**src/rtl/mips_pkg.sv**
```systemverilog
`default_nettype none
// =====================================================================
// Module  : mips_pkg
// Brief   : Shared widths, memory-stage state encoding and helpers.
// Revision: 1.0
// =====================================================================
package mips_pkg;

    localparam int DEF_DATA_W      = 32;
    localparam int DEF_REG_W       = 5;
    localparam int DEF_TIMEOUT_CYC = 255;

    typedef enum logic [0:0] {
        IDLE = 1'b0,
        REQ  = 1'b1
    } mem_state_t;

    // Word accesses only: any set byte-offset bit is a misalignment.
    function automatic logic is_misaligned(input logic [1:0] byte_off);
        return byte_off != 2'b00;
    endfunction

endpackage
`default_nettype wire

```
**src/rtl/memwb_reg.sv**
```systemverilog
`default_nettype none
// =====================================================================
// Module  : memwb_reg
// Brief   : MEM/WB pipeline register; bubble clears control, data holds.
// Revision: 1.0
// =====================================================================
module memwb_reg
    import mips_pkg::*;
#(
    parameter int DATA_W = DEF_DATA_W,
    parameter int REG_W  = DEF_REG_W
) (
    input  logic              clk,
    input  logic              rst_n,
    input  logic              bubble_i,
    input  logic              regwrite_i,
    input  logic              memtoreg_i,
    input  logic [DATA_W-1:0] aluout_i,
    input  logic [REG_W-1:0]  writereg_i,
    input  logic              rdata_en_i,
    input  logic [DATA_W-1:0] rdata_i,
    output logic              regwrite_o,
    output logic              memtoreg_o,
    output logic [DATA_W-1:0] readdata_o,
    output logic [DATA_W-1:0] aluout_o,
    output logic [REG_W-1:0]  writereg_o
);

    logic              regwrite_q;
    logic              memtoreg_q;
    logic [DATA_W-1:0] readdata_q;
    logic [DATA_W-1:0] aluout_q;
    logic [REG_W-1:0]  writereg_q;

    always_ff @(posedge clk or negedge rst_n) begin
        if (!rst_n) begin
            regwrite_q <= 1'b0;
            memtoreg_q <= 1'b0;
            readdata_q <= '0;
            aluout_q   <= '0;
            writereg_q <= '0;
        end else if (bubble_i) begin
            regwrite_q <= 1'b0;
            memtoreg_q <= 1'b0;
        end else begin
            regwrite_q <= regwrite_i;
            memtoreg_q <= memtoreg_i;
            aluout_q   <= aluout_i;
            writereg_q <= writereg_i;
            if (rdata_en_i) begin
                readdata_q <= rdata_i;
            end
        end
    end

    assign regwrite_o = regwrite_q;
    assign memtoreg_o = memtoreg_q;
    assign readdata_o = readdata_q;
    assign aluout_o   = aluout_q;
    assign writereg_o = writereg_q;

endmodule
`default_nettype wire

```
**src/rtl/mem_wb_stage.sv**
```systemverilog
`default_nettype none
// =====================================================================
// Module  : mem_wb_stage
// Brief   : MIPS memory stage: dmem req/ack FSM, StallM, MEM/WB register.
//           Define MEM_TIMEOUT_EN to abort stalled accesses with mem_err.
// Revision: 1.0
// =====================================================================
module mem_wb_stage
    import mips_pkg::*;
#(
    parameter int DATA_W      = DEF_DATA_W,
    parameter int REG_W       = DEF_REG_W,
    parameter int TIMEOUT_CYC = DEF_TIMEOUT_CYC
) (
    input  logic              clk,
    input  logic              rst_n,
    input  logic              RegwriteM,
    input  logic              MemtoregM,
    input  logic              MemwriteM,
    input  logic [DATA_W-1:0] ALUoutM,
    input  logic [DATA_W-1:0] WritedataM,
    input  logic [REG_W-1:0]  WriteregM,
    output logic              dmem_req,
    output logic              dmem_we,
    output logic [DATA_W-1:0] dmem_addr,
    output logic [DATA_W-1:0] dmem_wdata,
    input  logic              dmem_ack,
    input  logic [DATA_W-1:0] dmem_rdata,
    output logic              StallM,
    output logic              mem_misalign,
    output logic              mem_err,
    output logic              RegwriteW,
    output logic              MemtoregW,
    output logic [DATA_W-1:0] ReaddataW,
    output logic [DATA_W-1:0] ALUoutW,
    output logic [REG_W-1:0]  WriteregW
);

    mem_state_t        state_q;
    logic              req_q;
    logic              we_q;
    logic [DATA_W-1:0] addr_q;
    logic [DATA_W-1:0] wdata_q;
    logic              misal_q;

    logic access;
    logic misal;
    logic complete;
    logic timeout;

    assign access   = MemtoregM | MemwriteM;
    assign misal    = access & is_misaligned(ALUoutM[1:0]);
    assign complete = (state_q == REQ) & dmem_ack;

`ifdef MEM_TIMEOUT_EN
    localparam int CNT_W = ($clog2(TIMEOUT_CYC + 1) > 8) ? $clog2(TIMEOUT_CYC + 1) : 8;

    logic [CNT_W-1:0] cnt_q;
    logic             err_q;

    // Fires in the TIMEOUT_CYC-th REQ cycle; a same-cycle ack takes priority.
    assign timeout = (state_q == REQ) & ~dmem_ack & (cnt_q == CNT_W'(TIMEOUT_CYC - 1));
    assign mem_err = err_q;
`else
    assign timeout = 1'b0;
    assign mem_err = 1'b0;
`endif

    // Gated by rst_n so the hazard unit sees the stall drop with the reset.
    assign StallM = rst_n & (((state_q == IDLE) & access & ~misal) |
                             ((state_q == REQ) & ~dmem_ack & ~timeout));

    always_ff @(posedge clk or negedge rst_n) begin
        if (!rst_n) begin
            state_q <= IDLE;
            req_q   <= 1'b0;
            we_q    <= 1'b0;
            addr_q  <= '0;
            wdata_q <= '0;
            misal_q <= 1'b0;
`ifdef MEM_TIMEOUT_EN
            cnt_q   <= '0;
            err_q   <= 1'b0;
`endif
        end else begin
            misal_q <= 1'b0;
`ifdef MEM_TIMEOUT_EN
            err_q   <= 1'b0;
`endif
            case (state_q)
                IDLE: begin
                    if (misal) begin
                        misal_q <= 1'b1;
                    end else if (access) begin
                        state_q <= REQ;
                        req_q   <= 1'b1;
                        we_q    <= MemwriteM;
                        addr_q  <= ALUoutM;
                        wdata_q <= WritedataM;
`ifdef MEM_TIMEOUT_EN
                        cnt_q   <= '0;
`endif
                    end
                end
                REQ: begin
                    if (dmem_ack) begin
                        state_q <= IDLE;
                        req_q   <= 1'b0;
                    end else if (timeout) begin
                        state_q <= IDLE;
                        req_q   <= 1'b0;
`ifdef MEM_TIMEOUT_EN
                        err_q   <= 1'b1;
`endif
                    end else begin
`ifdef MEM_TIMEOUT_EN
                        cnt_q   <= cnt_q + CNT_W'(1);
`endif
                    end
                end
                default: begin
                    state_q <= IDLE;
                    req_q   <= 1'b0;
                end
            endcase
        end
    end

    assign dmem_req     = req_q;
    assign dmem_we      = we_q;
    assign dmem_addr    = addr_q;
    assign dmem_wdata   = wdata_q;
    assign mem_misalign = misal_q;

    memwb_reg #(
        .DATA_W (DATA_W),
        .REG_W  (REG_W)
    ) u_memwb_reg (
        .clk        (clk),
        .rst_n      (rst_n),
        .bubble_i   (StallM),
        .regwrite_i (RegwriteM & ~misal & ~timeout),
        .memtoreg_i (MemtoregM),
        .aluout_i   (ALUoutM),
        .writereg_i (WriteregM),
        .rdata_en_i (complete),
        .rdata_i    (dmem_rdata),
        .regwrite_o (RegwriteW),
        .memtoreg_o (MemtoregW),
        .readdata_o (ReaddataW),
        .aluout_o   (ALUoutW),
        .writereg_o (WriteregW)
    );

endmodule
`default_nettype wire

```
**config.mk**
```make
export PLATFORM = sky130hd
export DESIGN_NAME = mem_wb_stage
export DESIGN_NICKNAME = d
export VERILOG_FILES = /design/src/rtl/mips_pkg.sv /design/src/rtl/memwb_reg.sv /design/src/rtl/mem_wb_stage.sv
export SDC_FILE = /design/constraint.sdc
export NUM_CORES = 1
export LEC_CHECK = 0
export ABC_AREA = 1
export CORE_MARGIN = 5
export CORE_UTILIZATION = 60
export CTS_BUF_LIST = sky130_fd_sc_hd__clkbuf_8
export CTS_CLUSTER_DIAMETER = 50
export DETAILED_ROUTE_END_ITERATION = 7
export DONT_BUFFER_PORTS = 1
export GPL_TIMING_DRIVEN = 0
export PLACE_DENSITY_LB_ADDON = 0.1
export SYNTH_ARGS = -nofsm -noshare
export SYNTH_HDL_FRONTEND = slang
export SYNTH_SLANG_ARGS = --single-unit
export TNS_END_PERCENT = 1
```
**constraint.sdc**
```tcl
create_clock -name clk -period 1.8 [get_ports clk]
set_input_delay 0 -clock clk [delete_from_list [all_inputs] [get_ports clk]]
set_output_delay 0 -clock clk [all_outputs]
set_load 0.02 [all_outputs]
```
==> results of run 1 <==
-- cell usage in the layout, fill, tap and decap left out --
cell           instances
conb_1                 1
clkinvlp_4             3
inv_1                 70
dfrtp_1              139
clkbuf_1               6
clkbuf_8              19
buf_2                 21
clkinv_4               2
bufinv_16              1
buf_4                  4
buf_6                  2
nand2_1              242
dlygate4sd3_1        114
o21ai_1               16
inv_2                  1
nand2_2                1
clkinv_2               3
inv_6                  1
nand3_1               39
nor2_1                 4
o21ai_0               48
or2_0                  1
-- flip-flops by register name, indices dropped and copies added, names as in the netlist --
name	flops
u_memwb_reg.writereg_o	5
dmem_we	1
mem_misalign	1
dmem_wdata	32
dmem_req	1
u_memwb_reg.aluout_o	32
state_q	1
u_memwb_reg.memtoreg_o	1
dmem_addr	32
u_memwb_reg.readdata_o	32
u_memwb_reg.regwrite_o	1
-- metrics by stage --
stage | util | power (W) | setup WS [ps] | std cells | hold WS (ps)
after global routing | 0.804 | 0.00865 | 45.9 | 846 | -778
after floorplan | - | 0.00540 | 621 | 593 | -296
after global placement | 0.631 | 0.00567 | 434 | 701 | -293
final | 0.804 | 0.00822 | 142 | 846 | -733
after detailed placement | 0.631 | 0.00572 | 426 | 701 | -292
after CTS | 0.804 | 0.00823 | 85.4 | 846 | -752
-- logic make-up (layout without fill, tap and decap cells) --
| group | Yosys count | count (layout) | share of synthesized area |
|---|---|---|---|
| flops | 139 | 139 | 0.648 |
| other cells | 1 | 1 | 0.000698 |
| compound gates | 64 | 64 | 0.0596 |
| simple gates | 287 | 287 | 0.210 |
| buf+inv | 102 | 247 | 0.0818 |
-- timing repair --
| item | CTS | global route |
|---|---|---|
| gates resized for setup | 0 | 1 |
| endpoints found under the hold margin | 276 | 139 |
| setup endpoints to repair | 0 | 7 |
-- Yosys cell counts, drive strengths merged --
cell type	number
clkbuf	6
buf	27
or2	1
nand3	39
nand2	243
nor2	4
dfrtp	139
o21ai	64
inv	69
conb	1
-- worst paths after layout --
check / startpoint / endpoint / slack (ps) / depth (start not counted)
max: state_q / u_memwb_reg.aluout_o[31] / 140 / 6
min: rst_n / dmem_addr[20] / -730 / 0
max reg2reg: state_q / u_memwb_reg.aluout_o[31] / 140 / 6
min reg2reg: state_q / mem_misalign / 490 / 1
max in group asynchronous: rst_n / dmem_addr[10] / 2240 / 0
min in group clk: ALUoutM[0] / state_q / 70 / 4
-- power by group through the flow --
stage / Sequential (W) / Combinational (W) / Clock (W)
final: 0.00493 / 0.00100 / 0.00229
after global routing: 0.00500 / 0.00115 / 0.00251
after CTS: 0.00493 / 0.000974 / 0.00233
after detailed placement: 0.00497 / 0.000746 / 0
after global placement: 0.00497 / 0.000699 / 0
after floorplan: 0.00479 / 0.000609 / 0
-- worst register-to-register path: cells and delay by family (launching register included) --
kind | cells | cell delay [ps]
buffers and inverters | 2 | 730
flip-flops | 1 | 410
AND/OR/NAND/NOR | 4 | 400
-- per-layer routing --
| metal | global-route usage | share of wire | up-vias |
|---|---|---|---|
| met5 | 0 | 0 | - |
| met4 | 0.113 | 0.031 | 0 |
| met3 | 0.129 | 0.12 | 42 |
| met2 | 0.449 | 0.50 | 270 |
| met1 | 0.309 | 0.36 | 2139 |
| li1 | - | - | 2072 |
-- final cells by class --
type	count	area share
clock inverter	12	0.0145
sequential	139	0.496
clock buffer	19	0.0373
buffer	33	0.0257
tap	108	0.0193
inverter	69	0.0369
timing repair buffer	114	0.163
multi-input combinational	352	0.208
==> reports/summary.txt, run 1 <==
Status = complete, but fails checks
Violated checks = hold timing
Synth top area share = 0.648
Skew final = 10.3 ps
Post-layout min period = 1660 ps
Net Count, Synth = 700
CTS Hold Bufs = 114
Crit path top cell by count = nand2_1
Ys Warns = 0
Post-detail-place hpwl = 9530 microns
DIE HEIGHT = 105 microns
Vias = 4523
First-pass GRT wire length = 24100 microns
Root buffer cell = clkbuf_8
Final Cell Area = 7010 sq um
Startpoint Class = flop
Maximum clock rate = 603 MHz
Setup crit end kind = flop
CTS tree = built
Routed Antenna Nets = 0
Power per standard cell area = 1170 nW/um^2
Crit path max-delay family = buffers and inverters
Area growth, synth to finish = 30.6%
Core ar. = 8720 sq um
Global Route Usage Sum = 0.274
I/O Pins = 247
Detailed Route WL = 14800 microns
Register Area = 3480 sq um
Clock transition at the registers of the reported paths = 80 ps
Max Root-Sink Buffers = 2
Final period util = 0.921
Setup TNS = 0 ps
Leakage = 3.74 nW
CP max stage cell = dlygate4sd3_1
Worst-Skew Late Latency = 420 ps
Switch share = 0.352
Die area = 10900 sq um
Placement-stage cell area = 5510 sq um
Clock share of power = 0.279
Sw power = 0.00289 W
Residual DRC count = 0
CTS sink count = 139
Iter 0 DRT Violations = 298
Post-Synthesis Cells = 593
Worst EP required = 2110 ps
Hold Fails Final Rpt = 139
Area occupied by multi-input gates = 1460 sq um
Cell row count = 34
Fraction of layout cells with a size suffix above 1 = 0.0786
Vias per cell = 5.35
Crit path arrival time = 1960 ps
CP max stage delay = 540 ps
Largest net degree at the start of global routing = 142
Comb power frac = 0.122
Vias in the first global route = 4654
Worst-path fanout max = 10
Slew Viols, Final = 0
Cell chain of the critical path = nand2_2 > nand3_1 > buf_4 > nand2_1 > dlygate4sd3_1 > nand2_1
Sequential area share after synthesis = 0.648
Max cap viols = 0
Worst Hold Class = in -> async
Min Hold Slack = -733 ps
Initial Util = 0.616
Area contributors post-synth = dfrtp_1 65%, nand2_1 17%, inv_1 4.8%
Fill cell count = 531
Setup bufs post-CTS = 0
Pint = 0.00533 W
Syn Area/Cell = 9.06 sq um
Input/output buffers = 0
Critical path class = reg -> reg
H-tree depth = 4
Yosys cell types = 14
Cell Area, Synth = 5370 sq um
RSZ-0062 raised after global routing = false
CTS Buf Count = 17
Maximum vdd drop = 0.697 mV
Buffers plus inverters on the worst setup path = 2
Routability Congestion = 0.844
Die W = 105 microns
Setup Viol. Count Final = 0
Leading area contributor after synthesis = dfrtp_1
# diodes = 0
Global route overflow = 0
Iteration count of the initial detailed-routing pass = 5
Synthesis-stage register bit count = 139
Sequential Power Share = 0.599
Antenna violations before repair = 0
Nets = 833
Routed length per instance = 17.5 microns
No activity file was read; power rests on OpenSTA's default activity.
==> run 2, diff against run 1 <==
--- a/config.mk
+++ b/config.mk
@@ -7,13 +7,14 @@
 export LEC_CHECK = 0
 export ABC_AREA = 1
 export CORE_MARGIN = 5
-export CORE_UTILIZATION = 60
+export CORE_UTILIZATION = 57
 export CTS_BUF_LIST = sky130_fd_sc_hd__clkbuf_8
 export CTS_CLUSTER_DIAMETER = 50
 export DETAILED_ROUTE_END_ITERATION = 7
 export DONT_BUFFER_PORTS = 1
 export GPL_TIMING_DRIVEN = 0
 export PLACE_DENSITY_LB_ADDON = 0.1
+export SLEW_MARGIN = 0
 export SYNTH_ARGS = -nofsm -noshare
 export SYNTH_HDL_FRONTEND = slang
 export SYNTH_SLANG_ARGS = --single-unit
==> run 2 against run 1 <==
The run still ends with hold timing left. Clock skew grew 6.2 ps. Clock-buffer cell count decreased by 2. Critical path depth unchanged.
==> reports/summary.txt, run 2 (synthesis gave the netlist of run 1 again) <==
Routability Congestion = 0.785
Violated checks = hold timing
Launch point of the worst reg-to-reg path = state_q
Clock share of power = 0.278
Cell row count = 35
Routed length per instance = 17.7 microns
Skew final = 16.6 ps
CTS tree = built
Status = complete, but fails checks
Crit path arrival time = 1980 ps
Die W = 107 microns
Root buffer cell = clkbuf_8
Vias in the first global route = 4608
Setup crit end kind = flop
Residual DRC count = 0
Reg2reg setup slack = 120 ps
Clock transition at the registers of the reported paths = 80 ps
Worst-path fanout max = 10
CTS sink count = 139
Routed wl met3 = 1550 microns
Sw power = 0.00294 W
Vias per cell = 5.19
Fill cell count = 624
Iteration count of the initial detailed-routing pass = 5
Hold Fails Final Rpt = 139
Final period util = 0.932
Fraction of layout cells with a size suffix above 1 = 0.0798
# diodes = 0
Iter 0 DRT Violations = 222
Pint = 0.00527 W
Worst-Skew Late Latency = 420 ps
Routed Antenna Nets = 0
Top sig layer = met4
Utilization after layout = 0.764
Maximum vdd drop = 0.644 mV
Antenna violations before repair = 0
Die area = 11500 sq um
Core ar. = 9200 sq um
Initial Util = 0.584
Maximum clock rate = 596 MHz
Switch share = 0.358
Post-layout min period = 1680 ps
RSZ-0062 raised after global routing = false
Vias = 4411
WL met1 = 5560 microns
Worst setup margin = 123 ps
Min Hold Slack = -731 ps
Area growth, synth to finish = 30.8%
Worst Hold Class = in -> async
Post-detail-place hpwl = 9730 microns
CTS Hold Bufs = 115
Reg2Reg Depth = 6
Detailed Route WL = 15100 microns
Leakage = 3.73 nW
Global route overflow = 0
DIE HEIGHT = 107 microns
I/O Pins = 247
CTS Buf Count = 17
First-pass GRT wire length = 23600 microns
Largest net degree at the start of global routing = 142
Startpoint Class = flop
Max Root-Sink Buffers = 2
H-tree depth = 4
Design Power = 0.00821 W
Setup Viol. Count Final = 0
Dpl ws = 382 ps
Nets = 834
Comb power frac = 0.123
Input/output buffers = 0
Reg-to-Reg End = u_memwb_reg.aluout_o[3]
Setup TNS = 0 ps
Global Route Usage Sum = 0.266
Sequential Power Share = 0.599
Most frequent cells in the layout = 242 x nand2_1, 139 x dfrtp_1, 115 x dlygate4sd3_1, 69 x inv_1, 48 x o21ai_0
Slew Viols, Final = 0
Critical path class = reg -> reg
CP Capture Point = u_memwb_reg.aluout_o[3]
Worst EP required = 2110 ps
Power per standard cell area = 1170 nW/um^2
DR WL met2 = 7550 microns
Setup crit start = state_q
Commonest non-fill, non-tap cell in the layout = nand2_1
Max cap viols = 0
run 2: changes by cell type in the layout (fill, tap and decap cells not counted), sizes merged:
cell and change:
clkbuf -2, clkinvlp +2, dlygate4sd3 +1
run 2: metrics by stage:
step           hold WS (ps)  instance area, sq um  instances
2_1_floorplan          -296                  5370        593
3_3_place_gp           -292                  5510        704
3_5_place_dp           -292                  5510        704
4_1_cts                -757                  7020        850
5_1_grt                -771                  7020        850
6_report               -731                  7020        850
run 2: worst min path at each step:
stage	from	endpoint	slack, ps	cells after the start
6_report	rst_n	dmem_addr[16]	-730	0
5_1_grt	rst_n	dmem_addr[17]	-770	0
4_1_cts	rst_n	dmem_addr[26]	-760	0
3_5_place_dp	rst_n	dmem_addr[17]	-290	0
3_3_place_gp	rst_n	dmem_addr[17]	-290	0
2_1_floorplan	rst_n	dmem_addr[0]	-300	0
run 2: area by class of cell:
| class | count | area (sq um) | share of cell area |
|---|---|---|---|
| clock inverter | 14 | 125 | 0.0178 |
| tap | 111 | 139 | 0.0198 |
| buffer | 33 | 180 | 0.0257 |
| timing repair buffer | 115 | 1150 | 0.164 |
| multi-input combinational | 352 | 1460 | 0.207 |
| clock buffer | 17 | 234 | 0.0333 |
| sequential | 139 | 3480 | 0.495 |
| inverter | 69 | 259 | 0.0369 |
run 2: routing by layer:
metal / GRT usage / vias up
li1: - / 2069
met1: 0.309 / 2093
met2: 0.444 / 215
met3: 0.0987 / 34
met4: 0.109 / 0
met5: 0 / -
run 2: what timing repair did:
action,CTS,global route
endpoints found under the setup margin,0,5
resized for setup,0,1
buffers inserted,0,0
hold endpoints to repair,276,139
run 2: critical path, cell delays in order, from the launching register on:
cell and delay, ps:
dfrtp_1 420, nand2_2 170, nand3_1 110, buf_4 190
nand2_1 70, dlygate4sd3_1 560, nand2_1 50
run 2: power by group through the flow:
stage / Clock (W) / Combinational (W) / Sequential, W
after CTS: 0.00233 / 0.000986 / 0.00492
after detailed placement: 0 / 0.000759 / 0.00496
after floorplan: 0 / 0.000609 / 0.00479
after global placement: 0 / 0.000703 / 0.00496
after global routing: 0.00246 / 0.00116 / 0.00498
final: 0.00228 / 0.00101 / 0.00492
==> run 3, diff against run 2 <==
--- a/config.mk
+++ b/config.mk
@@ -7,7 +7,7 @@
 export LEC_CHECK = 0
 export ABC_AREA = 1
 export CORE_MARGIN = 5
-export CORE_UTILIZATION = 57
+export CORE_UTILIZATION = 23
 export CTS_BUF_LIST = sky130_fd_sc_hd__clkbuf_8
 export CTS_CLUSTER_DIAMETER = 50
 export DETAILED_ROUTE_END_ITERATION = 7
==> run 3 against run 2 <==
The flow still finishes with violations (hold timing). Sequential power hardly changed. Combinational power hardly changed. Wire length is 14% higher. Clock skew is 5.8 ps lower. Total power is 8.4% higher. Worst hold slack worse by 16 ps. Clock power is 31% higher. Critical path type unchanged. Largest power group unchanged. Highest routed layer unchanged.
==> reports/summary.txt, run 3 (synthesis gave the netlist of run 1 again) <==
Routability Congestion = 0.736
Power per standard cell area = 1210 nW/um^2
Final period util = 0.914
Global Route Usage Sum = 0.128
Worst-Skew Late Latency = 450 ps
Iter 0 DRT Violations = 182
Vias per cell = 4.09
Most frequent cells in the layout = 242 x nand2_1, 139 x dfrtp_1, 114 x dlygate4sd3_1, 68 x inv_1, 48 x o21ai_0
Rel. slew slack = 0.663
Die area = 26500 sq um
Fraction of layout cells with a size suffix above 1 = 0.0825
Vias = 4330
CTS sink count = 139
Input/output buffers = 0
RSZ-0062 raised after global routing = false
Die W = 163 microns
Hold Fails Final Rpt = 139
Routed Antenna Nets = 0
Area growth, synth to finish = 37.3%
First-pass GRT wire length = 26400 microns
Antenna violations before repair = 1
M2 GR Usage = 0.207
Met1 usage = 0.154
Dpl ws = 225 ps
Worst-path fanout max = 10
Critical path class = reg -> reg
Post-detail-place hpwl = 11900 microns
Leakage = 3.77 nW
Post-layout min period = 1640 ps
Buffers plus inverters on the worst setup path = 2
DIE HEIGHT = 163 microns
CTS Hold Bufs = 114
Status = complete, but fails checks
Setup Viol. Count Final = 0
GRT Max-Usage Layer = met2
CTS Buf Count = 17
Vias in the first global route = 4680
Residual DRC count = 0
Min Hold Slack = -747 ps
Skew final = 10.8 ps
Startpoint Class = flop
I/O Pins = 247
Detailed Route WL = 17200 microns
Setup TNS = 0 ps
Maximum vdd drop = 0.485 mV
Cell row count = 56
Cell chain of the critical path = nand2_4 > nand3_1 > buf_4 > nand2_1 > dlygate4sd3_1 > nand2_1
CP max stage cell = dlygate4sd3_1
Crit path max-delay family = buffers and inverters
Max Root-Sink Buffers = 2
Reg2reg setup slack = 160 ps
Worst setup margin = 155 ps
Utilization after layout = 0.317
Maximum clock rate = 608 MHz
Routed length per instance = 16.2 microns
H-tree depth = 4
Largest net degree at the start of global routing = 142
Commonest non-fill, non-tap cell in the layout = nand2_1
Worst EP required = 2130 ps
CP max stage delay = 550 ps
Max cap viols = 0
Actual slew at the worst max-slew pin = 505 ps
Core ar. = 23300 sq um
Global route overflow = 0
Iteration count of the initial detailed-routing pass = 4
Crit path top cell by count = nand2_1
Crit path arrival time = 1980 ps
Met3 Usage GRT = 0.0539
CTS tree = built
Violated checks = hold timing
Setup crit end kind = flop
Clock transition at the registers of the reported paths = 90 ps
Worst Hold Class = in -> async
Nets = 833
Slew Viols, Final = 0
Root buffer cell = clkbuf_8
Initial Util = 0.231
==> run 3: layout make-up <==
type	instances	area [sq um]
multi-input cells	352	1460
repair buffers	114	1140
diodes	1	2.50
plain buffers	33	180
flip-flops and latches	139	3480
inverters	69	259
fillers	2495	15900
clock inverters	15	221
clock buffers	17	234
well taps	319	399
==> run 3: power breakdown <==
part           internal, W  switching (W)
clock network      0.00165        0.00133
logic             0.000475       0.000511
registers          0.00370        0.00124
total              0.00582        0.00307
==> run 3: stage by stage <==
stage	hold slack (ps)	instances	cell area (sq um)	power (W)
4_1_cts	-797	1058	7370	0.00906
6_report	-747	1059	7380	0.00890
5_1_grt	-795	1059	7380	0.00938
2_1_floorplan	-296	593	5370	0.00540
3_5_place_dp	-290	912	5770	0.00578
3_3_place_gp	-290	912	5770	0.00576
==> run 3: per-layer routing <==
metal  wire [microns]  vias up  share of wire
met5                0        -              0
li1                 -     2072              -
met1             7050     2062           0.41
met2             8100      174           0.47
met3             1630       22          0.095
met4              372        0          0.022
==> run 3: timing repair <==
| action | in CTS | in global routing |
|---|---|---|
| gates resized for setup | 1 | 1 |
| setup buffers | 0 | 0 |
| hold endpoints to repair | 276 | 139 |
| setup endpoints to repair | 1 | 4 |
==> run 3: worst register-to-register path, delay by kind of cell (launching register included) <==
kind          cells  cell delay (ps)
flops             1              440
buf+inv           2              740
simple gates      4              370
==> run 3: worst paths after layout <==
| path | start | end | cells after the start |
|---|---|---|---|
| setup / recovery | state_q | u_memwb_reg.aluout_o[4] | 6 |
| hold / removal | rst_n | u_memwb_reg.aluout_o[30] | 0 |
| setup reg to reg | state_q | u_memwb_reg.aluout_o[4] | 6 |
| hold reg to reg | state_q | mem_misalign | 1 |
| max in group asynchronous | rst_n | dmem_wdata[26] | 0 |
| min in group clk | ALUoutM[0] | state_q | 4 |
